File: src/rtl/glip_uart_tx_scheduler_if.sv
// Handshake bundle between the egress FIFO / credit source, the scheduler
// and the UART transmitter. The scheduler takes the master view.
interface glip_uart_tx_scheduler_if #(
  parameter int CREDIT_WIDTH = 15
);
  logic [7:0]              in_data;
  logic                    in_valid;
  logic                    in_ready;
  logic                    credit_req;
  logic [CREDIT_WIDTH-1:0] credit_val;
  logic                    credit_ack;
  logic                    uart_cts_n;
  logic [7:0]              tx_data;
  logic                    tx_enable;
  logic                    tx_done;

  modport master (
    input  in_data, in_valid, credit_req, credit_val, uart_cts_n, tx_done,
    output in_ready, credit_ack, tx_data, tx_enable
  );

  modport slave (
    output in_data, in_valid, credit_req, credit_val, uart_cts_n, tx_done,
    input  in_ready, credit_ack, tx_data, tx_enable
  );
endinterface

File: src/rtl/glip_uart_tx_scheduler.sv
// GLIP UART transmit scheduler: interleaves escaped data bytes and 3-byte
// credit messages (ESC, credit[14:8], credit[7:0]) onto a UART transmitter.
// Messages are atomic and arbitrated round-robin between data and credit.
// Optional byte statistics counter: define GLIP_UART_TX_STATS_EN.
module glip_uart_tx_scheduler #(
  parameter int         CREDIT_WIDTH = 15,
  parameter logic [7:0] ESC          = 8'hFE
) (
  input  logic                     clk,
  input  logic                     rst_n,
  glip_uart_tx_scheduler_if.master bus,
  output logic                     error,
  output logic [31:0]              tx_byte_count
);

  typedef enum logic [2:0] {
    IDLE,
    DATA_ESC,
    DATA,
    CRED_ESC,
    CRED_HI,
    CRED_LO
  } state_t;

  state_t                  state, state_nxt;
  logic                    last_grant, last_grant_nxt;
  logic [CREDIT_WIDTH-1:0] cred_q;
  logic                    grant_credit;

  // Next-state, arbitration and output decode
  always_comb begin
    state_nxt      = state;
    last_grant_nxt = last_grant;
    bus.in_ready   = 1'b0;
    bus.credit_ack = 1'b0;
    bus.tx_enable  = 1'b0;
    bus.tx_data    = '0;
    // Credit wins when it is the only requester, or when both request and
    // data was served last.
    grant_credit   = bus.credit_req && (!bus.in_valid || !last_grant);
    case (state)
      IDLE: begin
        if (rst_n && !bus.uart_cts_n) begin
          if (grant_credit) begin
            bus.credit_ack = 1'b1;
            last_grant_nxt = 1'b1;
            state_nxt      = CRED_ESC;
          end else if (bus.in_valid) begin
            last_grant_nxt = 1'b0;
            state_nxt      = (bus.in_data == ESC) ? DATA_ESC : DATA;
          end
        end
      end
      DATA_ESC: begin
        bus.tx_enable = !bus.uart_cts_n;
        bus.tx_data   = ESC;
        if (bus.tx_done) state_nxt = DATA;
      end
      DATA: begin
        bus.tx_enable = !bus.uart_cts_n;
        bus.tx_data   = bus.in_data;
        if (bus.tx_done) begin
          bus.in_ready = 1'b1;
          state_nxt    = IDLE;
        end
      end
      CRED_ESC: begin
        bus.tx_enable = !bus.uart_cts_n;
        bus.tx_data   = ESC;
        if (bus.tx_done) state_nxt = CRED_HI;
      end
      CRED_HI: begin
        bus.tx_enable = !bus.uart_cts_n;
        bus.tx_data   = {1'b0, cred_q[14:8]};
        if (bus.tx_done) state_nxt = CRED_LO;
      end
      CRED_LO: begin
        bus.tx_enable = !bus.uart_cts_n;
        bus.tx_data   = cred_q[7:0];
        if (bus.tx_done) state_nxt = IDLE;
      end
      default: state_nxt = IDLE;
    endcase
  end

  // State, round-robin pointer and captured credit value
  always_ff @(posedge clk or negedge rst_n) begin
    if (!rst_n) begin
      state      <= IDLE;
      last_grant <= 1'b0;
      cred_q     <= '0;
    end else begin
      state      <= state_nxt;
      last_grant <= last_grant_nxt;
      if (bus.credit_ack) cred_q <= bus.credit_val;
    end
  end

  // Sticky error: transmitter reported completion with nothing in flight
  always_ff @(posedge clk or negedge rst_n) begin
    if (!rst_n) begin
      error <= 1'b0;
    end else if (state == IDLE && bus.tx_done) begin
      error <= 1'b1;
    end
  end

`ifdef GLIP_UART_TX_STATS_EN
  // Count every completed byte of a message; wraps naturally
  always_ff @(posedge clk or negedge rst_n) begin
    if (!rst_n) begin
      tx_byte_count <= '0;
    end else if (state != IDLE && bus.tx_done) begin
      tx_byte_count <= tx_byte_count + 32'd1;
    end
  end
`else
  assign tx_byte_count = '0;
`endif

endmodule

File: src/flat_wrapper.sv
// flat-port wrapper written by rule: the top's interface ports become plain ports
module glip_uart_tx_scheduler_flat 
#(
  parameter int         CREDIT_WIDTH = 15,
  parameter logic [7:0] ESC          = 8'hFE
)
  (clk, rst_n, error, tx_byte_count, bus_in_data, bus_in_valid, bus_credit_req, bus_credit_val, bus_uart_cts_n, bus_tx_done, bus_in_ready, bus_credit_ack, bus_tx_data, bus_tx_enable);
  glip_uart_tx_scheduler_if #(.CREDIT_WIDTH(CREDIT_WIDTH)) bus_i ();
  input  logic clk;
  input  logic rst_n;
  output logic error;
  output logic [31:0] tx_byte_count;
  input wire logic [$bits(bus_i.in_data)-1:0] bus_in_data;
  input wire logic [$bits(bus_i.in_valid)-1:0] bus_in_valid;
  input wire logic [$bits(bus_i.credit_req)-1:0] bus_credit_req;
  input wire logic [$bits(bus_i.credit_val)-1:0] bus_credit_val;
  input wire logic [$bits(bus_i.uart_cts_n)-1:0] bus_uart_cts_n;
  input wire logic [$bits(bus_i.tx_done)-1:0] bus_tx_done;
  output wire logic [$bits(bus_i.in_ready)-1:0] bus_in_ready;
  output wire logic [$bits(bus_i.credit_ack)-1:0] bus_credit_ack;
  output wire logic [$bits(bus_i.tx_data)-1:0] bus_tx_data;
  output wire logic [$bits(bus_i.tx_enable)-1:0] bus_tx_enable;
  assign bus_i.in_data = bus_in_data;
  assign bus_i.in_valid = bus_in_valid;
  assign bus_i.credit_req = bus_credit_req;
  assign bus_i.credit_val = bus_credit_val;
  assign bus_i.uart_cts_n = bus_uart_cts_n;
  assign bus_i.tx_done = bus_tx_done;
  assign bus_in_ready = bus_i.in_ready;
  assign bus_credit_ack = bus_i.credit_ack;
  assign bus_tx_data = bus_i.tx_data;
  assign bus_tx_enable = bus_i.tx_enable;
  glip_uart_tx_scheduler #(.CREDIT_WIDTH(CREDIT_WIDTH), .ESC(ESC)) u_core (.clk(clk), .rst_n(rst_n), .bus(bus_i), .error(error), .tx_byte_count(tx_byte_count));
endmodule
File: config.mk
export PLATFORM = sky130hd
export DESIGN_NAME = glip_uart_tx_scheduler_flat
export DESIGN_NICKNAME = d
export VERILOG_FILES = /design/src/rtl/glip_uart_tx_scheduler_if.sv /design/src/rtl/glip_uart_tx_scheduler.sv /design/src/flat_wrapper.sv
export SDC_FILE = /design/constraint.sdc
export NUM_CORES = 1
export LEC_CHECK = 0
export ABC_AREA = 1
export ABC_CLOCK_PERIOD_IN_PS = 1950
export BUFFER_PORTS_ARGS = -buffer_cell sky130_fd_sc_hd__buf_2
export CORE_UTILIZATION = 40
export CTS_CLUSTER_DIAMETER = 80
export DETAILED_ROUTE_END_ITERATION = 8
export GPL_TIMING_DRIVEN = 0
export PLACE_DENSITY_LB_ADDON = 0.15
export SLEW_MARGIN = 20
export SYNTH_ARGS = -nofsm -noshare
export SYNTH_HDL_FRONTEND = slang
export SYNTH_SLANG_ARGS = --single-unit
File: constraint.sdc
create_clock -name clk -period 1.95 [get_ports clk]
set_input_delay 0.0975 -clock clk [delete_from_list [all_inputs] [get_ports clk]]
set_output_delay 0.0975 -clock clk [all_outputs]
set_load 0.01 [all_outputs]
==> run summary, run 1 <==
routed wire length = 2.975 mm
synth top area cells = dfrtp_1 (37%), nand2_1 (25%), buf_4 (18%)
crit start category = flip-flop
DIE AREA = 3595 um2
CTS max path bufs = 2
Worst Reg-to-Reg Cells = 7
DP HPWL = 2.297 mm
CP peak stage delay = 0.46 ns
io pins = 73
Num CTS Buffers = 3
die boundary width = 59.96 um
Lkg Pwr = 0.001113 uW
Peak Freq = 0.5659 GHz
crit path max-delay cell type = dfrtp_1
Vias = 1325
worst r2r dst = u_core.cred_q[0]
final setup vio count = 0
dominant cell type by area after synthesis = dfrtp_1
Synth Area per Inst = 7.225 um2
Pwr Density = 1060 nW/um2
First-pass DRT Iterations = 4
Yosys top cell area share = 0.3724
status = completed
vias in the first global route = 1102
peak supply drop = 0.6490 mV
Worst R2R Start = u_core.state[1]
Cell variety after synth = 23
Clock Skew = 0.004121 ns
fraction of the yosys area taken by sequential cells = 0.3724
largest net degree at the start of global routing = 22
Finished Cell Area = 1916 um2
Worst Path Max Fanout = 8
smallest hold slack = 0.01707 ns
hold depth = 3
CTS sink count = 20
Critical Path Sink Type = primary output
diodes inserted = 0
final hold vios = 0
GR Overflow Total = 0
synthesis-stage register bit count = 20
Fillers = 303
Hold Path Class = primary input to flip-flop
Top Family by Delay on Critical Path = flip-flops
count of buffer and inverter cells on the critical path = 3
RSZ-0062 raised after global routing = false
IO Port Bufs = 40
Area Growth Syn to Fin = 42.55%
clk_lat worst skew = 0.30 ns
YS warnings = 0
all-layer global routing usage = 0.1757
first-pass GRT wire length = 4.616 mm
Min Clock Period, post-route = 1.767 ns
CTS tree = yes
CP arrival = 1.67 ns
HP Start = bus_credit_val[0]
Pwr Total = 2031 uW
gp weighted congestion = 0.7951
mapped cell area = 1344 um2
hold worst-path end = u_core.cred_q[0]
CP cell instances = inv_2 -> nand2_1 -> nor2_4 -> inv_1 -> o211ai_1 -> buf_2
commonest cells after routing, fill and taps aside = nand2_1 (88), buf_2 (40), buf_4 (32), conb_1 (32), dfrtp_1 (20)
final core occ = 0.6124
fin crit share = 0.9062
CTS clk-pin slew, worst paths = 0.11 ns
chip height = 59.96 um
DRC viols = 0
initial core utilization = 0.4296
r2r setup slk = 0.37 ns
CTS root buffer = clkbuf_4
initial antenna violation count = 0
Total Nets Final = 306
core footprint = 3128 um2
Setup Crit Path Kind = flip-flop to primary output
H-tree depth = 1
routed vias/inst = 4.141
placed instance area = 1715 um2
Setup Total Neg Slack = 0 ns
num rows = 20
max cap viols = 0
most common cell after layout, fill and taps aside = nand2_1
WL per Instance = 9.297 um
share of cells above drive strength 1 = 0.3188
post-route ant nets = 0
Critical Path RT = 1.85 ns
Pins Over Slew Limit = 0
Synth Instances = 186
initial drt markers = 27
-- where the power goes --
part	internal (uW)	switching, uW	total, uW
Combinational	419	603	1020
Clock	114	126	240
Sequential	606	163	769
Total	1140	892	2030
-- layout make-up --
| cell class | instances | area [um2] | area share |
|---|---|---|---|
| Inverter | 8 | 32.53 | 0.01698 |
| Timing Repair Buffer | 55 | 350.3 | 0.1829 |
| Multi-Input combinational cell | 155 | 678.2 | 0.3540 |
| Sequential cell | 20 | 500.5 | 0.2613 |
| Clock buffer | 4 | 36.28 | 0.01894 |
| Tap cell | 44 | 55.05 | 0.02874 |
| Buffer | 34 | 262.8 | 0.1372 |
-- metal layers --
layer	wire length, um	up-vias	track usage
li1	-	699	-
met1	1298	575	0.2308
met2	1518	49	0.2937
met3	145	2	0.02165
met4	13	0	0.06645
met5	0	-	0
-- cell families after synthesis --
kind of cell | count (synthesis) | share of synthesized area
buffers and inverters | 42 | 0.2197
other | 1 | 0.002791
AO/OA/AOI/OAI | 7 | 0.03073
flip-flops | 20 | 0.3724
AND/OR/NAND/NOR | 116 | 0.3743
-- worst min-delay path, delay by kind of cell --
family                 cells  cell delay, ns
buffers and inverters      1            0.08
AND/OR/NAND/NOR            2            0.11
-- registers in the layout, indices dropped and copies added (netlist names) --
register / cells
u_core.cred_q: 15
u_core.error: 1
u_core.last_grant: 1
u_core.state: 3
-- cells in the mapped netlist, drive strengths merged --
master	number
nand2	90
buf	34
dfrtp	20
nor2	11
inv	8
nand3	6
nand4	6
nor3	3
a21oi	2
o21ai	2
conb	1
o211ai	1
o21bai	1
o22ai	1
-- worst max path at each step --
| stage | endpoint | cells after the start | slack [ns] | from |
|---|---|---|---|---|
| finish | bus_tx_data[0] | 6 | 0.18 | u_core.state[2] |
| global route | bus_tx_data[0] | 6 | 0.03 | u_core.state[2] |
| CTS | bus_tx_data[2] | 6 | 0.1 | u_core.state[0] |
| detailed placement | u_core.cred_q[0] | 7 | 0.41 | rst_n |
| global placement | u_core.cred_q[5] | 7 | 0.41 | rst_n |
| floorplan | u_core.cred_q[0] | 7 | 0.61 | u_core.state[1] |
-- stage by stage --
stage	setup WS [ns]	cells
after floorplan	0.6143	217
after global placement	0.4095	301
after detailed placement	0.4053	301
after CTS	0.09654	318
after global routing	0.03254	320
final	0.1829	320
-- what timing repair did --
item	in CTS	in global routing
gates resized for setup	0	3
buffers inserted	0	0
hold buffers	13	2
endpoints found under the setup margin	0	8
endpoints found under the hold margin	32	2
(Power assumes the default switching activity.)
==> inputs of run 2 (changes only) <==
- PLACE_DENSITY_LB_ADDON: 0.15 -> 0.25
- RECOVER_POWER: not set -> 50
==> run summary, run 2 (synthesis results as in run 1) <==
status = completed
Pwr Density = 1111 nW/um2
routed wire length = 3.041 mm
num rows = 20
commonest cells after routing, fill and taps aside = nand2_1 (88), buf_2 (38), buf_4 (32), conb_1 (32), dfrtp_1 (20)
Clock Skew = 0.002839 ns
combinational fraction of design power = 0.484
post-route ant nets = 0
sequential power share = 0.356
Min Clock Period, post-route = 1.793 ns
largest net degree at the start of global routing = 22
chip height = 59.96 um
Worst Path Max Fanout = 8
io pins = 73
DRC viols = 0
vias in the first global route = 1186
Least-Margin Pin Slew = 0.5050 ns
Setup Crit Path Kind = flip-flop to primary output
first-pass GRT wire length = 4.754 mm
setup repair bufs after CTS = 0
max cap viols = 0
biggest regs = u_core.cred_q x15, u_core.state x3
Max-slew headroom = 0.6633
Fillers = 315
WL per Instance = 9.503 um
Peak Freq = 0.5578 GHz
Area Growth Syn to Fin = 43.02%
Clk pwr share = 0.160
RSZ-0062 raised after global routing = false
Lkg Pwr = 0.001114 uW
Largest register FFs = 15
CTS clk-pin slew, worst paths = 0.11 ns
Vias = 1374
Largest Register = u_core.cred_q
Internal = 1222 uW
First-pass DRT Iterations = 4
Hold Path Class = primary input to flip-flop
final hold vios = 0
gp weighted congestion = 0.7883
DP HPWL = 2.269 mm
initial antenna violation count = 0
core footprint = 3128 um2
clk_lat worst skew = 0.30 ns
CP arrival = 1.70 ns
CTS sink count = 20
initial drt markers = 56
most common cell after layout, fill and taps aside = nand2_1
all-layer global routing usage = 0.1761
final setup vio count = 0
fin crit share = 0.9193
IO Port Bufs = 40
Setup Total Neg Slack = 0 ns
Critical Path Sink Type = primary output
GR Overflow Total = 0
smallest hold slack = 0.02879 ns
routed vias/inst = 4.294
crit start category = flip-flop
CTS tree = yes
switch share = 0.4275
initial core utilization = 0.4296
DIE AREA = 3595 um2
CTS root buffer = clkbuf_4
Pins Over Slew Limit = 0
Critical Path RT = 1.85 ns
die boundary width = 59.96 um
H-tree depth = 1
Num CTS Buffers = 3
Total Nets Final = 306
peak supply drop = 0.7167 mV
diodes inserted = 0
share of cells above drive strength 1 = 0.3080
CTS max path bufs = 2
net switching power figure = 912.4 uW
==> run 2: cell types whose count changed in the layout (fill, tap and decap cells not counted), sizes merged <==
cell / delta
bufinv: +1
clkbuf: +1
buf: -2
==> run 2: critical path: stages, from the launching register on <==
cell and delay (ns):
dfrtp_1 0.44, inv_2 0.17, nand2_1 0.13, nor2_4 0.21, inv_1 0.11, o211ai_1 0.17
buf_2 0.16
==> run 2: final timing paths <==
path,start,endpoint,slack [ns],depth (start not counted)
worst max-delay path,u_core.state[2],bus_tx_data[0],0.16,6
worst min-delay path,bus_credit_val[8],u_core.cred_q[8],0.03,3
worst max register to register,u_core.state[1],u_core.cred_q[6],0.32,7
worst min register to register,u_core.cred_q[2],u_core.cred_q[2],0.49,2
max in group asynchronous,rst_n,u_core.cred_q[8],1.32,2
min in group asynchronous,rst_n,u_core.cred_q[11],0.30,2
==> run 2: power by group through the flow <==
stage	sequential (uW)	combinational [uW]	clock [uW]
final	761	1030	341
after floorplan	727	706	0
after global routing	788	1160	364
after global placement	763	978	0
after detailed placement	767	998	0
after CTS	760	1020	348
==> run 2: per-layer routing <==
| layer | routed length [um] | track usage | vias up |
|---|---|---|---|
| li1 | - | - | 700 |
| met1 | 1391 | 0.2188 | 615 |
| met2 | 1448 | 0.3063 | 57 |
| met3 | 185 | 0.04113 | 2 |
| met4 | 15 | 0.04319 | 0 |
| met5 | 0 | 0 | - |
==> run 2: metrics by stage <==
step / setup WS (ns) / instance area (um2) / power [uW] / util / std cells
after floorplan: 0.6143 / 1460 / 1434 / - / 217
after global placement: 0.4111 / 1715 / 1741 / 0.5484 / 301
after detailed placement: 0.4221 / 1715 / 1765 / 0.5484 / 301
after CTS: 0.07706 / 1908 / 2127 / 0.6100 / 319
after global routing: 0.04944 / 1922 / 2313 / 0.6144 / 320
final: 0.1573 / 1922 / 2134 / 0.6144 / 320
==> run 2: cell type report <==
type,count,area [um2],area share
plain buffers,34,262.8,0.1367
well taps,44,55.05,0.02865
repair buffers,55,347.8,0.1810
multi-input cells,155,670.6,0.3490
clock inverters,1,30.03,0.01563
inverters,8,32.53,0.01693
clock buffers,3,22.52,0.01172
flip-flops and latches,20,500.5,0.2604
==> run 2: what timing repair did <==
item	CTS	global route
setup endpoints to repair	0	8
endpoints found under the hold margin	33	1
hold buffers	14	1
resized for setup	0	3
==> inputs of run 3 (changes only) <==
- CORE_MARGIN: not set -> 10
- HOLD_SLACK_MARGIN: not set -> 0.15
==> run summary, run 3 (synthesis results as in run 1) <==
Total Nets Final = 308
Hold Path Class = primary input to flip-flop
Num CTS Buffers = 3
share of cells above drive strength 1 = 0.3058
CTS root buffer = clkbuf_4
max cap viols = 0
gp weighted congestion = 0.7808
Vias = 1329
Clk pwr share = 0.122
most common cell after layout, fill and taps aside = nand2_1
initial core utilization = 0.4296
Setup Crit Path Kind = flip-flop to primary output
num rows = 20
fin crit share = 0.9019
net switching power figure = 901.2 uW
status = completed
pre-CTS WS = 0.4131 ns
DIE AREA = 6078 um2
Fillers = 310
WL per Instance = 11.60 um
biggest regs = u_core.cred_q x15, u_core.state x3
Peak Freq = 0.5686 GHz
Pins Over Slew Limit = 0
hold depth = 5
Post-Place Cells = 301
setup repair bufs after CTS = 0
core footprint = 3128 um2
peak supply drop = 0.5823 mV
final core occ = 0.6136
Setup Total Neg Slack = 0 ns
Largest register FFs = 15
commonest cells after routing, fill and taps aside = nand2_1 (89), buf_2 (39), buf_4 (32), conb_1 (32), dfrtp_1 (20)
combined area of the multi-input logic cells = 663.1 um2
Critical Path RT = 1.85 ns
initial drt markers = 76
RSZ-0062 raised after global routing = false
io pins = 73
hold worst-path end = u_core.state[0]
all-layer global routing usage = 0.1181
GR Overflow Total = 0
IO Port Bufs = 40
final worst slack = 0.1913 ns
Worst Path Max Fanout = 7
r2r setup slk = 0.30 ns
crit path from = u_core.state[0]
final setup vio count = 0
CTS max path bufs = 2
crit start category = flip-flop
vias in the first global route = 1294
Pwr Density = 1056 nW/um2
switch share = 0.4446
diodes inserted = 0
CTS sink count = 20
CP arrival = 1.66 ns
final hold vios = 0
Area Growth Syn to Fin = 42.83%
Pwr Total = 2027 uW
routed vias/inst = 4.127
clk_lat worst skew = 0.31 ns
post-route ant nets = 0
sequential power share = 0.374
DRC viols = 0
CTS tree = yes
Lkg Pwr = 0.001117 uW
Clock Skew = 0.002858 ns
routed wire length = 3.735 mm
die boundary width = 77.96 um
Worst Reg-to-Reg Cells = 7
worst r2r dst = u_core.cred_q[8]
largest net degree at the start of global routing = 22
DP HPWL = 2.901 mm
HP Start = bus_credit_req
Seq. cell area = 500.5 um2
Worst R2R Start = u_core.state[1]
Largest Register = u_core.cred_q
combinational fraction of design power = 0.504
first-pass GRT wire length = 6.037 mm
H-tree depth = 1
Internal = 1126 uW
number of cells in the finished layout apart from fillers = 322
CTS clk-pin slew, worst paths = 0.11 ns
chip height = 77.96 um
First-pass DRT Iterations = 4
Critical Path Sink Type = primary output
initial antenna violation count = 0
Min Clock Period, post-route = 1.759 ns
## run 3: worst max-delay path by stage
stage                            end  slack, ns  depth (start not counted)
detailed placement  u_core.cred_q[8]       0.41                          7
floorplan           u_core.cred_q[0]       0.61                          7
finish                bus_tx_data[2]       0.19                          6
global placement    u_core.cred_q[6]       0.41                          7
global route          bus_tx_data[1]       0.04                          6
CTS                   bus_tx_data[0]       0.05                          5
## run 3: routing by layer
metal,global-route usage,up-vias,share of wire
met4,0.03405,0,0.0062
met5,0,-,0
li1,-,701,-
met1,0.1322,571,0.41
met2,0.1990,53,0.48
met3,0.05184,4,0.10
## run 3: what timing repair did
item | CTS | global route
hold buffers | 17 | 0
hold endpoints to repair | 37 | 0
resized for setup | 0 | 3
endpoints found under the setup margin | 0 | 7
## run 3: power groups by stage
stage | clock, uW | combinational, uW | sequential, uW
2_1_floorplan | 0 | 706 | 727
3_3_place_gp | 0 | 996 | 762
3_5_place_dp | 0 | 1010 | 766
4_1_cts | 253 | 1040 | 759
5_1_grt | 268 | 1180 | 786
6_report | 247 | 1020 | 759
## run 3: layout make-up
cell class / instances / share of cell area
repair buffers: 57 / 0.1923
multi-input cells: 155 / 0.3455
plain buffers: 34 / 0.1369
well taps: 44 / 0.02868
clock buffers: 4 / 0.01890
flip-flops and latches: 20 / 0.2608
inverters: 8 / 0.01695
## run 3: metrics by stage
step	hold WS [ns]	instance area (um2)
after floorplan	-0.1981	1460
after global routing	0.2186	1919
final	0.1794	1919
after CTS	0.1739	1922
after global placement	0.09641	1715
after detailed placement	0.09517	1715
## run 3: worst max-delay path, stage by stage, from the launching register on
cell,delay [ns]
dfrtp_1,0.49
inv_2,0.13
nand2_1,0.10
nor2_2,0.27
nand2_1,0.09
nand4_1,0.12
buf_2,0.15
